===== src/rtl/id_ex_operand_stage_pkg.sv =====
// Shared constants for the ID/EX operand stage: default widths, ALU control codes,
// alu_op class encodings and R-type funct values.
package id_ex_operand_stage_pkg;

  localparam int unsigned DEF_DATA_W = 32;
  localparam int unsigned DEF_REG_AW = 5;
  localparam int unsigned ALUOP_W    = 4;
  localparam int unsigned FUNCT_W    = 6;

  localparam logic [ALUOP_W-1:0] ALU_AND     = 4'b0000;
  localparam logic [ALUOP_W-1:0] ALU_OR      = 4'b0001;
  localparam logic [ALUOP_W-1:0] ALU_ADD     = 4'b0010;
  localparam logic [ALUOP_W-1:0] ALU_SUB     = 4'b0110;
  localparam logic [ALUOP_W-1:0] ALU_SLT     = 4'b0111;
  localparam logic [ALUOP_W-1:0] ALU_NOR     = 4'b1100;
  localparam logic [ALUOP_W-1:0] ALU_ILLEGAL = 4'b1111;

  typedef enum logic [1:0] {
    ALU_CLS_ADD   = 2'b00,
    ALU_CLS_SUB   = 2'b01,
    ALU_CLS_RTYPE = 2'b10,
    ALU_CLS_BAD   = 2'b11
  } alu_class_e;

  localparam logic [FUNCT_W-1:0] FN_ADD = 6'b100000;
  localparam logic [FUNCT_W-1:0] FN_SUB = 6'b100010;
  localparam logic [FUNCT_W-1:0] FN_AND = 6'b100100;
  localparam logic [FUNCT_W-1:0] FN_OR  = 6'b100101;
  localparam logic [FUNCT_W-1:0] FN_SLT = 6'b101010;
  localparam logic [FUNCT_W-1:0] FN_NOR = 6'b100111;

endpackage


===== src/rtl/id_ex_operand_stage_if.sv =====
// Decode-side, forwarding and EX-output signals of the ID/EX operand stage.
// master = surrounding pipeline, slave = the stage itself.
interface id_ex_operand_stage_if
  import id_ex_operand_stage_pkg::*;
#(
  parameter int unsigned DATA_W = DEF_DATA_W,
  parameter int unsigned REG_AW = DEF_REG_AW
);

  logic                 flush;
  logic                 id_valid;
  logic [REG_AW-1:0]    id_rs;
  logic [REG_AW-1:0]    id_rt;
  logic [REG_AW-1:0]    id_rd;
  logic [DATA_W-1:0]    id_rs_data;
  logic [DATA_W-1:0]    id_rt_data;
  logic [DATA_W-1:0]    id_imm;
  logic                 id_alu_src;
  alu_class_e           id_alu_op;
  logic [FUNCT_W-1:0]   id_funct;
  logic                 id_mem_read;
  logic                 id_reg_write;
  logic                 exmem_reg_write;
  logic [REG_AW-1:0]    exmem_rd;
  logic [DATA_W-1:0]    exmem_result;
  logic                 memwb_reg_write;
  logic [REG_AW-1:0]    memwb_rd;
  logic [DATA_W-1:0]    memwb_result;

  logic                 stall;
  logic                 ex_valid;
  logic [DATA_W-1:0]    opA;
  logic [DATA_W-1:0]    opB;
  logic [ALUOP_W-1:0]   ALUop;
  logic [REG_AW-1:0]    ex_rd;
  logic                 ex_reg_write;
  logic                 ex_mem_read;
  logic [DATA_W-1:0]    ex_store_data;
  logic                 illegal;

  modport master (
    output flush, id_valid, id_rs, id_rt, id_rd, id_rs_data, id_rt_data, id_imm,
           id_alu_src, id_alu_op, id_funct, id_mem_read, id_reg_write,
           exmem_reg_write, exmem_rd, exmem_result,
           memwb_reg_write, memwb_rd, memwb_result,
    input  stall, ex_valid, opA, opB, ALUop, ex_rd, ex_reg_write, ex_mem_read,
           ex_store_data, illegal
  );

  modport slave (
    input  flush, id_valid, id_rs, id_rt, id_rd, id_rs_data, id_rt_data, id_imm,
           id_alu_src, id_alu_op, id_funct, id_mem_read, id_reg_write,
           exmem_reg_write, exmem_rd, exmem_result,
           memwb_reg_write, memwb_rd, memwb_result,
    output stall, ex_valid, opA, opB, ALUop, ex_rd, ex_reg_write, ex_mem_read,
           ex_store_data, illegal
  );

endinterface


===== src/rtl/id_ex_operand_stage_alu_control.sv =====
// ALU control decode: alu_op class plus R-type funct -> 4-bit ALU operation code.
module id_ex_operand_stage_alu_control
  import id_ex_operand_stage_pkg::*;
(
  input  alu_class_e          alu_op,
  input  logic [FUNCT_W-1:0]  funct,
  output logic [ALUOP_W-1:0]  alu_ctl_c,
  output logic                bad_c
);

  always_comb begin
    alu_ctl_c = ALU_ILLEGAL;
    bad_c     = 1'b1;
    case (alu_op)
      ALU_CLS_ADD: begin alu_ctl_c = ALU_ADD; bad_c = 1'b0; end
      ALU_CLS_SUB: begin alu_ctl_c = ALU_SUB; bad_c = 1'b0; end
      ALU_CLS_RTYPE: begin
        bad_c = 1'b0;
        case (funct)
          FN_ADD:  alu_ctl_c = ALU_ADD;
          FN_SUB:  alu_ctl_c = ALU_SUB;
          FN_AND:  alu_ctl_c = ALU_AND;
          FN_OR:   alu_ctl_c = ALU_OR;
          FN_SLT:  alu_ctl_c = ALU_SLT;
          FN_NOR:  alu_ctl_c = ALU_NOR;
          default: begin alu_ctl_c = ALU_ILLEGAL; bad_c = 1'b1; end
        endcase
      end
      default: begin alu_ctl_c = ALU_ILLEGAL; bad_c = 1'b1; end
    endcase
  end

endmodule


===== src/rtl/id_ex_operand_stage.sv =====
// ID/EX pipeline register with EX/MEM and MEM/WB operand forwarding, load-use
// stall detection and ALU control generation.
module id_ex_operand_stage
  import id_ex_operand_stage_pkg::*;
#(
  parameter int unsigned DATA_W = DEF_DATA_W,
  parameter int unsigned REG_AW = DEF_REG_AW
)(
  input  logic                  clk,
  input  logic                  reset,
  id_ex_operand_stage_if.slave  bus
);

  typedef struct packed {
    logic               valid;
    logic [REG_AW-1:0]  rs;
    logic [REG_AW-1:0]  rt;
    logic [REG_AW-1:0]  rd;
    logic [DATA_W-1:0]  rs_data;
    logic [DATA_W-1:0]  rt_data;
    logic [DATA_W-1:0]  imm;
    logic               alu_src;
    alu_class_e         alu_op;
    logic [FUNCT_W-1:0] funct;
    logic               mem_read;
    logic               reg_write;
  } ex_reg_t;

  ex_reg_t            ex_q;
  ex_reg_t            id_c;
  logic               stall_c;
  logic [DATA_W-1:0]  fwd_rs_c;
  logic [DATA_W-1:0]  fwd_rt_c;
  logic [ALUOP_W-1:0] alu_ctl_c;
  logic               alu_bad_c;

  // Younger producer (EX/MEM) wins over MEM/WB; r0 is never forwarded.
  function automatic logic [DATA_W-1:0] fwd_sel(
    input logic [REG_AW-1:0] src,
    input logic [DATA_W-1:0] rf_data,
    input logic              exmem_we,
    input logic [REG_AW-1:0] exmem_rd,
    input logic [DATA_W-1:0] exmem_res,
    input logic              memwb_we,
    input logic [REG_AW-1:0] memwb_rd,
    input logic [DATA_W-1:0] memwb_res
  );
    if (src != '0 && exmem_we && exmem_rd == src)      return exmem_res;
    else if (src != '0 && memwb_we && memwb_rd == src) return memwb_res;
    else                                               return rf_data;
  endfunction

  always_comb begin
    id_c           = '0;
    id_c.valid     = bus.id_valid;
    id_c.rs        = bus.id_rs;
    id_c.rt        = bus.id_rt;
    id_c.rd        = bus.id_rd;
    id_c.rs_data   = bus.id_rs_data;
    id_c.rt_data   = bus.id_rt_data;
    id_c.imm       = bus.id_imm;
    id_c.alu_src   = bus.id_alu_src;
    id_c.alu_op    = bus.id_alu_op;
    id_c.funct     = bus.id_funct;
    id_c.mem_read  = bus.id_mem_read;
    id_c.reg_write = bus.id_reg_write;
  end

  assign stall_c = !bus.flush && bus.id_valid && ex_q.valid && ex_q.mem_read &&
                   (ex_q.rd != '0) && (ex_q.rd == bus.id_rs || ex_q.rd == bus.id_rt);

  // A bubble is an all-zero entry, which also keeps don't-care fields deterministic.
  always_ff @(posedge clk) begin
    if (reset)                        ex_q <= '0;
    else if (bus.flush || stall_c)    ex_q <= '0;
    else                              ex_q <= id_c;
  end

  always_comb begin
    fwd_rs_c = fwd_sel(ex_q.rs, ex_q.rs_data, bus.exmem_reg_write, bus.exmem_rd,
                       bus.exmem_result, bus.memwb_reg_write, bus.memwb_rd, bus.memwb_result);
    fwd_rt_c = fwd_sel(ex_q.rt, ex_q.rt_data, bus.exmem_reg_write, bus.exmem_rd,
                       bus.exmem_result, bus.memwb_reg_write, bus.memwb_rd, bus.memwb_result);
  end

  id_ex_operand_stage_alu_control u_alu_control (
    .alu_op    (ex_q.alu_op),
    .funct     (ex_q.funct),
    .alu_ctl_c (alu_ctl_c),
    .bad_c     (alu_bad_c)
  );

  assign bus.stall         = stall_c;
  assign bus.ex_valid      = ex_q.valid;
  assign bus.opA           = fwd_rs_c;
  assign bus.opB           = ex_q.alu_src ? ex_q.imm : fwd_rt_c;
  assign bus.ALUop         = alu_ctl_c;
  assign bus.ex_rd         = ex_q.rd;
  assign bus.ex_reg_write  = ex_q.valid & ex_q.reg_write;
  assign bus.ex_mem_read   = ex_q.valid & ex_q.mem_read;
  assign bus.ex_store_data = fwd_rt_c;
  assign bus.illegal       = ex_q.valid & alu_bad_c;

endmodule


===== src/flat_wrapper.sv =====
// flat-port wrapper written by rule: the top's interface ports become plain ports
module id_ex_operand_stage_flat import id_ex_operand_stage_pkg::*;
#(
  parameter int unsigned DATA_W = DEF_DATA_W,
  parameter int unsigned REG_AW = DEF_REG_AW
)
  (clk, reset, bus_flush, bus_id_valid, bus_id_rs, bus_id_rt, bus_id_rd, bus_id_rs_data, bus_id_rt_data, bus_id_imm, bus_id_alu_src, bus_id_alu_op, bus_id_funct, bus_id_mem_read, bus_id_reg_write, bus_exmem_reg_write, bus_exmem_rd, bus_exmem_result, bus_memwb_reg_write, bus_memwb_rd, bus_memwb_result, bus_stall, bus_ex_valid, bus_opA, bus_opB, bus_ALUop, bus_ex_rd, bus_ex_reg_write, bus_ex_mem_read, bus_ex_store_data, bus_illegal);
  id_ex_operand_stage_if #(.DATA_W(DATA_W), .REG_AW(REG_AW)) bus_i ();
  input  logic clk;
  input  logic reset;
  input wire logic [$bits(bus_i.flush)-1:0] bus_flush;
  input wire logic [$bits(bus_i.id_valid)-1:0] bus_id_valid;
  input wire logic [$bits(bus_i.id_rs)-1:0] bus_id_rs;
  input wire logic [$bits(bus_i.id_rt)-1:0] bus_id_rt;
  input wire logic [$bits(bus_i.id_rd)-1:0] bus_id_rd;
  input wire logic [$bits(bus_i.id_rs_data)-1:0] bus_id_rs_data;
  input wire logic [$bits(bus_i.id_rt_data)-1:0] bus_id_rt_data;
  input wire logic [$bits(bus_i.id_imm)-1:0] bus_id_imm;
  input wire logic [$bits(bus_i.id_alu_src)-1:0] bus_id_alu_src;
  input wire logic [$bits(bus_i.id_alu_op)-1:0] bus_id_alu_op;
  input wire logic [$bits(bus_i.id_funct)-1:0] bus_id_funct;
  input wire logic [$bits(bus_i.id_mem_read)-1:0] bus_id_mem_read;
  input wire logic [$bits(bus_i.id_reg_write)-1:0] bus_id_reg_write;
  input wire logic [$bits(bus_i.exmem_reg_write)-1:0] bus_exmem_reg_write;
  input wire logic [$bits(bus_i.exmem_rd)-1:0] bus_exmem_rd;
  input wire logic [$bits(bus_i.exmem_result)-1:0] bus_exmem_result;
  input wire logic [$bits(bus_i.memwb_reg_write)-1:0] bus_memwb_reg_write;
  input wire logic [$bits(bus_i.memwb_rd)-1:0] bus_memwb_rd;
  input wire logic [$bits(bus_i.memwb_result)-1:0] bus_memwb_result;
  output wire logic [$bits(bus_i.stall)-1:0] bus_stall;
  output wire logic [$bits(bus_i.ex_valid)-1:0] bus_ex_valid;
  output wire logic [$bits(bus_i.opA)-1:0] bus_opA;
  output wire logic [$bits(bus_i.opB)-1:0] bus_opB;
  output wire logic [$bits(bus_i.ALUop)-1:0] bus_ALUop;
  output wire logic [$bits(bus_i.ex_rd)-1:0] bus_ex_rd;
  output wire logic [$bits(bus_i.ex_reg_write)-1:0] bus_ex_reg_write;
  output wire logic [$bits(bus_i.ex_mem_read)-1:0] bus_ex_mem_read;
  output wire logic [$bits(bus_i.ex_store_data)-1:0] bus_ex_store_data;
  output wire logic [$bits(bus_i.illegal)-1:0] bus_illegal;
  assign bus_i.flush = bus_flush;
  assign bus_i.id_valid = bus_id_valid;
  assign bus_i.id_rs = bus_id_rs;
  assign bus_i.id_rt = bus_id_rt;
  assign bus_i.id_rd = bus_id_rd;
  assign bus_i.id_rs_data = bus_id_rs_data;
  assign bus_i.id_rt_data = bus_id_rt_data;
  assign bus_i.id_imm = bus_id_imm;
  assign bus_i.id_alu_src = bus_id_alu_src;
  assign bus_i.id_alu_op = bus_id_alu_op;
  assign bus_i.id_funct = bus_id_funct;
  assign bus_i.id_mem_read = bus_id_mem_read;
  assign bus_i.id_reg_write = bus_id_reg_write;
  assign bus_i.exmem_reg_write = bus_exmem_reg_write;
  assign bus_i.exmem_rd = bus_exmem_rd;
  assign bus_i.exmem_result = bus_exmem_result;
  assign bus_i.memwb_reg_write = bus_memwb_reg_write;
  assign bus_i.memwb_rd = bus_memwb_rd;
  assign bus_i.memwb_result = bus_memwb_result;
  assign bus_stall = bus_i.stall;
  assign bus_ex_valid = bus_i.ex_valid;
  assign bus_opA = bus_i.opA;
  assign bus_opB = bus_i.opB;
  assign bus_ALUop = bus_i.ALUop;
  assign bus_ex_rd = bus_i.ex_rd;
  assign bus_ex_reg_write = bus_i.ex_reg_write;
  assign bus_ex_mem_read = bus_i.ex_mem_read;
  assign bus_ex_store_data = bus_i.ex_store_data;
  assign bus_illegal = bus_i.illegal;
  id_ex_operand_stage #(.DATA_W(DATA_W), .REG_AW(REG_AW)) u_core (.clk(clk), .reset(reset), .bus(bus_i));
endmodule

===== config.mk =====
export PLATFORM = sky130hd
export DESIGN_NAME = id_ex_operand_stage_flat
export DESIGN_NICKNAME = d
export VERILOG_FILES = /design/src/rtl/id_ex_operand_stage_pkg.sv /design/src/rtl/id_ex_operand_stage_if.sv /design/src/rtl/id_ex_operand_stage_alu_control.sv /design/src/rtl/id_ex_operand_stage.sv /design/src/flat_wrapper.sv
export SDC_FILE = /design/constraint.sdc
export NUM_CORES = 1
export LEC_CHECK = 0
export CAP_MARGIN = 20
export CORE_MARGIN = 3
export CORE_UTILIZATION = 37
export CTS_BUF_LIST = sky130_fd_sc_hd__clkbuf_8
export DETAILED_ROUTE_END_ITERATION = 16
export GPL_ROUTABILITY_DRIVEN = 1
export PLACE_DENSITY = 0.8
export SLEW_MARGIN = 15
export SYNTH_ARGS = -nofsm -noshare
export SYNTH_HDL_FRONTEND = slang
export SYNTH_SLANG_ARGS = --single-unit

===== constraint.sdc =====
create_clock -name clk -period 2.55 [get_ports clk]
set_input_delay 0.6375 -clock clk [delete_from_list [all_inputs] [get_ports clk]]
set_output_delay 0.6375 -clock clk [all_outputs]
set_load 0.01 [all_outputs]

==> impl_metrics.ini, run 1 <==
[floorplanning]
fp-row-count = 45
die_y_um = 131
coreArea_um2 = 15300
fp.dieArea_um2 = 17300
start_util = 0.380
fp.dieW_um = 131
io_pins = 312

[logic_synthesis]
synthMuxAreaShare = 0.0551
avgSynthCellArea_um2 = 8.71
yosys_warnings = 0
synth_fa_ha_area_frac = 0
synthSimpleGateAreaFrac = 0.304
synth_fp_nets = 870
synthXorXnorAreaFrac = 0.0450
seq_area_frac_synth = 0.423
synth_cell_type_count = 35
synth_seq_cells = 123
synth_top_family_by_area = simple AND/OR/NAND/NOR gates
synth_area_um2 = 5820
syn_inst = 668
synth_compound_area_frac = 0.127

[clock_tree]
cts_hold_buf = 0
cts_buffer_depth = 2
cts_tree = built
numCtsBuffers = 17
clockRootBuffer = clkbuf_8
cts-htree-levels = 4
clk_pin_slew_ns = 0.07
cts_sinks = 123
clock_latency_ns = 0.43

[placed_design]
gp_congestion = 0.851
place_inst = 1204
pre_cts_ws_ns = -1.34
hpwl_um = 15600
port_buffers = 311
placed_cell_area_um2 = 9780

[sta]
hold_viol = 0
timing.final.crit_share = 1.27
rsz0062_at_grt = yes
clock_skew_ns = 0.00784
setup_ws_ns = -0.696
hold_ws_ns = 0.504
fmax_mhz = 308
relSlewSlack = 0.759
setup_tns_ns = -49.31
slew_violations = 0
tightest_slew_ns = 0.361
fin_crit_ns = 3.25
setup_viol = 96

[finish]
n_fill_cell = 1034
multi_input_area_um2 = 4140
final_net_count = 1274
fin_area_um2 = 11600
final_cells = 1296
postLayoutCoreUtil = 0.754
layout-drive-gt1-share = 0.421
seq_area_um2 = 2480
area_growth_pct = 98.6

[min_path]
holdPathStages = 2
hold_path_class = in -> reg

[setup_path]
reg2reg_depth = 7
worst_ep_arrival_time_ns = 2.61
rrSetupSlack_ns = 0.49
required_ns = 1.91
start_kind = flop
critPathKind = reg -> out
cp_max_fo = 5
end_kind = primary output

[power]
powerDensity_nw_per_um2 = 420
p_switching_mw = 1.23
p_seq_frac = 0.422
peakVddDrop_mv = 0.375
total_power_mw = 4.86
p_leak_nw = 4.90
internal_power_mw = 3.63
sw_frac_of_total = 0.253
p_clk_frac = 0.361
p_comb_frac = 0.217

[status]
status = finished, violations left
violations = setup timing

[drt]
num_vias = 6550
ant_nets = 0
drc = 0
routed_wirelength_um = 24900
drtIter0Drc = 315
dr.pass1.iters = 5
vias_per_cell = 5.05
wl_per_cell_um = 19.2

[run]
maxCapViolCount = 0

[global_route]
met2_usage = 0.488
antenna_found_initial = 2
grt-ovfl-total = 0
grt_busiest_layer = met2
grt_pass1_wl_um = 36400
gr-usage-met3 = 0.0762
use_met1 = 0.287
grt_pass1_vias = 6676
grt_max_degree = 69
grt_usage = 0.269
==> cells in the final DEF (no fill, tap or decap), types with 12 or more instances in the layout <==
cell,count
clkdlybuf4s50_1,192
dfxtp_1,112
buf_4,41
nand2_1,63
and2_2,52
nor2_2,20
o31ai_1,12
o21ai_1,22
mux2i_1,27
xnor2_1,14
a221oi_4,31
buf_6,50
buf_12,26
nor2_1,41
and3_1,33
clkbuf_8,19
o31ai_2,20
buf_2,103
and2_1,74
==> power groups by stage <==
stage | combinational [mW] | clock [mW] | sequential [mW]
4_1_cts | 1.01 | 1.78 | 2.05
3_5_place_dp | 0.959 | 0 | 2.08
6_report | 1.06 | 1.75 | 2.05
3_3_place_gp | 0.946 | 0 | 2.07
5_1_grt | 1.12 | 1.86 | 2.05
2_1_floorplan | 0.334 | 0 | 2.07
==> per-layer routing <==
metal,share of wire,wire (um)
met5,0.00028,7
met4,0.036,885
met3,0.064,1600
met2,0.52,12900
met1,0.38,9530
==> what timing repair did <==
item	4_1_cts	5_1_grt
buffers inserted	44	9
hold endpoints to repair	0	0
endpoints found under the setup margin	102	99
gates resized for setup	633	76
gates cloned	10	3
pin swaps	67	68
==> critical path: stages, from the launching register on <==
cell and delay (ns):
dfxtp_2 0.33, or4_4 0.56, buf_6 0.14, a21oi_4 0.17, or3_4 0.19, buf_6 0.13, buf_12 0.15, nor2_4 0.05
o31ai_4 0.27, buf_2 0.18
==> cell families (layout without fill, tap and decap cells) <==
logic type	count (synthesis)	count (layout)
other	0	1
AND/OR/NAND/NOR	326	326
flip-flops	123	123
buffers and inverters	54	470
multiplexers	32	32
AO/OA/AOI/OAI	104	104
XOR/XNOR	29	29
==> flip-flops by register name, indices dropped and copies added (netlist names) <==
signal and count:
u_core.ex_q 117, u_core.bus.ex_valid 1, u_core.bus.ex_rd 5
==> area by class of cell <==
cell class	instances	area share
flip-flops and latches	123	0.215
diodes	1	0.000217
clock inverters	12	0.0114
clock buffers	19	0.0226
well taps	211	0.0228
multi-input cells	491	0.359
repair buffers	439	0.370
==> path summary, 6_finish.rpt <==
kind / start / end
max: u_core.ex_q[112] / bus_opB[9]
max reg2reg: u_core.bus.ex_rd[3] / u_core.ex_q[99]
min: bus_id_rs[2] / u_core.ex_q[119]
min reg2reg: u_core.bus.ex_rd[1] / u_core.ex_q[117]
==> synth_stat cells (all sizes together) <==
library cell / instances / area, um^2
nor2b: 2 / 12.5
nor3: 2 / 10.0
o22ai: 1 / 6.26
and2: 128 / 866
xnor2: 25 / 226
nand3b: 1 / 7.51
nand2b: 2 / 12.5
nand4: 3 / 18.8
nand2: 70 / 263
nor2: 70 / 263
o21ai: 33 / 165
o31a: 1 / 8.76
or3: 3 / 18.8
and3: 33 / 206
clkbuf: 37 / 148
xor2: 4 / 35.0
buf: 17 / 118
a211oi: 1 / 12.5
mux2i: 32 / 320
nor4: 2 / 25.0
a21oi: 2 / 10.0
o31ai: 33 / 248
o21a: 1 / 7.51
or4: 3 / 22.5
or3b: 1 / 8.76
a221oi: 32 / 280
nor4bb: 1 / 10.0
dfxtp: 123 / 2460
nand3: 5 / 25.0
Note: power is estimated with default switching activity, not from simulation.
==> run 2, diff against run 1 <==
- CORE_ASPECT_RATIO: default -> 1.5
- CORE_MARGIN: 3 -> 10
==> impl_metrics.ini, run 2 (synthesis results as in run 1) <==
[placed_design]
place_inst = 1206
placed_cell_area_um2 = 9870
hpwl_um = 19200
port_buffers = 311
gp_congestion = 0.889
pre_cts_ws_ns = -1.34

[floorplanning]
fp-row-count = 56
start_util = 0.374
io_pins = 312
die_y_um = 174
fp.dieW_um = 122
fp.dieArea_um2 = 21200
coreArea_um2 = 15600

[status]
violations = setup timing
status = finished, violations left

[global_route]
grt_usage = 0.256
grt_pass1_vias = 7353
antenna_found_initial = 9
grt-ovfl-total = 0
grt_max_degree = 43
grt_pass1_wl_um = 41800

[setup_path]
critPathKind = reg -> out
crit_chain = or4_4 > a21oi_4 > buf_6 > nor2_4 > buf_12 > buf_16 > buf_12 > a221oi_4 > buf_4 > o31ai_2 > buf_2
cp_slowest_cell = or4_4
cp_max_fo = 5
worst_ep_arrival_time_ns = 2.62
end_kind = primary output
start_kind = flop
required_ns = 1.91
crit_buf_inv = 6
cpMostUsedCell = buf_12
slowest_delay_ns = 0.55
path_delay_family = buffers and inverters

[finish]
layout-drive-gt1-share = 0.397
largest_reg_flops = 117
final_common_cell = clkdlybuf4s50_1
postLayoutCoreUtil = 0.742
layout_common_cells = clkdlybuf4s50_1, dfxtp_1, buf_2
top_register = u_core.ex_q
final_cells = 1320
area_growth_pct = 98.5
fin_area_um2 = 11500
final_net_count = 1297
n_fill_cell = 1081

[sta]
hold_viol = 0
hold_ws_ns = 0.603
slew_violations = 0
relSlewSlack = 0.704
tightest_slew_ns = 0.443
clock_skew_ns = 0.00932
setup_viol = 96
rsz0062_at_grt = yes
fmax_mhz = 307
setup_tns_ns = -52.39
setup_ws_ns = -0.704
timing.final.crit_share = 1.28
fin_crit_ns = 3.25

[min_path]
hold_path_class = in -> reg

[run]
maxCapViolCount = 0

[clock_tree]
cts_tree = built
numCtsBuffers = 17
cts_hold_buf = 0
clockRootBuffer = clkbuf_8
cts-htree-levels = 4
clk_pin_slew_ns = 0.07
cts_buffer_depth = 2
cts_sinks = 123
clock_latency_ns = 0.44

[drt]
drtIter0Drc = 338
drc = 0
wl_per_cell_um = 21.2
dr.pass1.iters = 7
ant_nets = 0
num_vias = 6646
vias_per_cell = 5.03
routed_wirelength_um = 27900

[power]
p_leak_nw = 4.91
total_power_mw = 4.97
peakVddDrop_mv = 0.412
powerDensity_nw_per_um2 = 431
run 2: metal layers:
metal / GRT usage / vias to the layer above / routed length, um / share of wire
met5: 0 / - / 13 / 0.00047
met4: 0.137 / 2 / 1210 / 0.043
met3: 0.0792 / 80 / 2030 / 0.073
met2: 0.459 / 257 / 15100 / 0.54
met1: 0.252 / 3155 / 9590 / 0.34
li1: - / 3152 / - / -
run 2: final cells by class:
type	count	area, um^2	area share
Timing Repair Buffer	462	4400	0.381
Multi-Input combinational cell	491	3970	0.344
Sequential cell	123	2470	0.214
Clock buffer	20	275	0.0238
Tap cell	203	254	0.0220
Clock inverter	12	148	0.0128
Antenna cell	9	22.5	0.00195
run 2: final timing paths:
path	start	to	slack, ns	depth (start not counted)
hold reg to reg	u_core.bus.ex_rd[0]	u_core.ex_q[1]	1.18	5
setup reg to reg	u_core.bus.ex_rd[1]	u_core.ex_q[27]	0.45	8
setup / recovery	u_core.ex_q[116]	bus_opB[12]	-0.70	11
hold / removal	bus_id_rs[3]	u_core.ex_q[120]	0.60	2
run 2: worst register-to-register path: cells and delay by family (launching register included):
family                 cells  cell delay [ns]
AND/OR/NAND/NOR            4             0.91
buffers and inverters      3             0.52
AO/OA/AOI/OAI              1             0.28
flip-flops                 1             0.32
run 2: repair_timing:
action	CTS	global route
pin swaps	54	35
resized for setup	613	32
buffers inserted	66	8
gates cloned	7	0
endpoints found under the setup margin	102	99
run 2: report_power, final:
part           total [mW]  leakage, nW  internal, mW  switching [mW]
registers            2.05         1.01          2.00          0.0492
logic                1.08         3.69         0.652           0.424
clock network        1.85        0.213          1.04           0.813
==> patch: new RTL, config.mk and constraints of run 1 <==
Set the package constant `FUNCT_W` to 12 (it was 6).
--- a/src/rtl/id_ex_operand_stage_pkg.sv
+++ b/src/rtl/id_ex_operand_stage_pkg.sv
@@ -6,5 +6,5 @@
   localparam int unsigned DEF_REG_AW = 5;
   localparam int unsigned ALUOP_W    = 4;
-  localparam int unsigned FUNCT_W    = 6;
+  localparam int unsigned FUNCT_W    = 12;
 
   localparam logic [ALUOP_W-1:0] ALU_AND     = 4'b0000;
Interface: changed (resized bus_id_funct); port bits go from 312 to 318. No check against the original RTL was run, so the function may have changed too.
==> patch against run 1 <==
The run still ends with setup timing left; non-clock buffer count up 63; setup slack better by 0.078 ns; routed wire length up 19%; cell area up 14%; worst hold slack better by 0.24 ns; sequential cell count up 6; clock power up 8%; global-route usage up 3.7 points; power up 14%; area after synthesis up 8.1%; sequential power up 5%; register-to-register slack worse by 0.07 ns; largest power group unchanged.
==> patch: results (changes against run 1) <==
[layout]
n_fill_cell = 1000  ; was 1034
multi_input_comb_cells = 476  ; was 491
clock_buffers = 23  ; was 19
final-clk-cell-share_pct = 3.192  ; was 3.400%
n_antenna_cell = 4  ; was 1

[setup_path]
slowest_delay_ns = 0.42  ; was 0.56 ns
rr_startpoint = u_core.bus.ex_rd[2]$_SDFF_PP0_  ; was u_core.bus.ex_rd[3]$_SDFF_PP0_
r2r-end = u_core.ex_q[67]$_SDFF_PP0_  ; was u_core.ex_q[99]$_SDFF_PP0_
startpoint = u_core.ex_q[120]$_SDFF_PP0_  ; was u_core.ex_q[112]$_SDFF_PP0_

[global_routing]
grt_pass1_wl_mm = 42.72  ; was 36.36 mm
grt_pass1_vias = 7529  ; was 6676
grt_max_degree = 71  ; was 69
antenna_found_initial = 3  ; was 2

[clock_tree]
cts_sinks = 129  ; was 123
cts_resized = 668  ; was 633

[place]
dpl.cell_count = 1267  ; was 1204
post-dp-hpwl_mm = 19.45  ; was 15.57 mm
place.gp.congestion = 0.8648  ; was 0.8514

[status]
outcome = finished, violations left  ; unchanged
violations = setup timing  ; unchanged

[yosys]
synth_xor_area_share_pct = 3.900  ; was 4.496%
yosys-top-cells-area = dfxtp_1 (41%), and2_1 (13%), mux2i_1 (5.1%)  ; was dfxtp_1 (42%), and2_1 (8.2%), and2_2 (6.7%)
yosys.cell_types.count = 48  ; was 35
syn-instance-count = 665  ; was 668
seq_area_frac_synth_pct = 41.07  ; was 42.33%

[sta]
max_slew_margin_pct = 65.48  ; was 75.93%
finalSetupViolCount = 98  ; was 96
setup_slack_ns = -0.6178  ; was -0.6961 ns

[worst_hold_path]
holdPathEnd = u_core.ex_q[63]$_SDFF_PP0_  ; was u_core.ex_q[119]$_SDFF_PP0_

[detailed_routing]
wire_per_inst_um = 21.79  ; was 19.20 um
drtIter0Drc = 380  ; was 315
met1_length_mm = 11.05  ; was 9.534 mm

==> patch: through the flow <==
stage	hold WS (ns)	cell area (um2)
finish	0.7426	13170
global route	0.7143	13170
global placement	1.201	11130
CTS	0.7114	12690
floorplan	0.7592	6812
detailed placement	1.205	11130
==> patch: logic make-up after synthesis <==
| group | after synthesis |
|---|---|
| AND/OR/NAND/NOR | 280 |
| flip-flops | 129 |
| XOR/XNOR | 28 |
| buffers and inverters | 62 |
| multiplexers | 58 |
| AO/OA/AOI/OAI | 108 |
==> patch: worst reg2reg max path, cell delays in order, from the launching register on <==
cell,delay [ns]
dfxtp_1,0.36
or4_1,0.49
nor2_2,0.13
nor4bb_1,0.09
buf_4,0.14
a211oi_4,0.33
buf_12,0.31
and2_1,0.23
==> patch: power by group through the flow <==
stage,combinational [W],sequential (W),clock [W]
after floorplan,0.000470,0.00217,0
after global placement,0.00122,0.00218,0
after detailed placement,0.00124,0.00219,0
after CTS,0.00140,0.00215,0.00193
after global routing,0.00155,0.00216,0.00201
final,0.00149,0.00215,0.00189
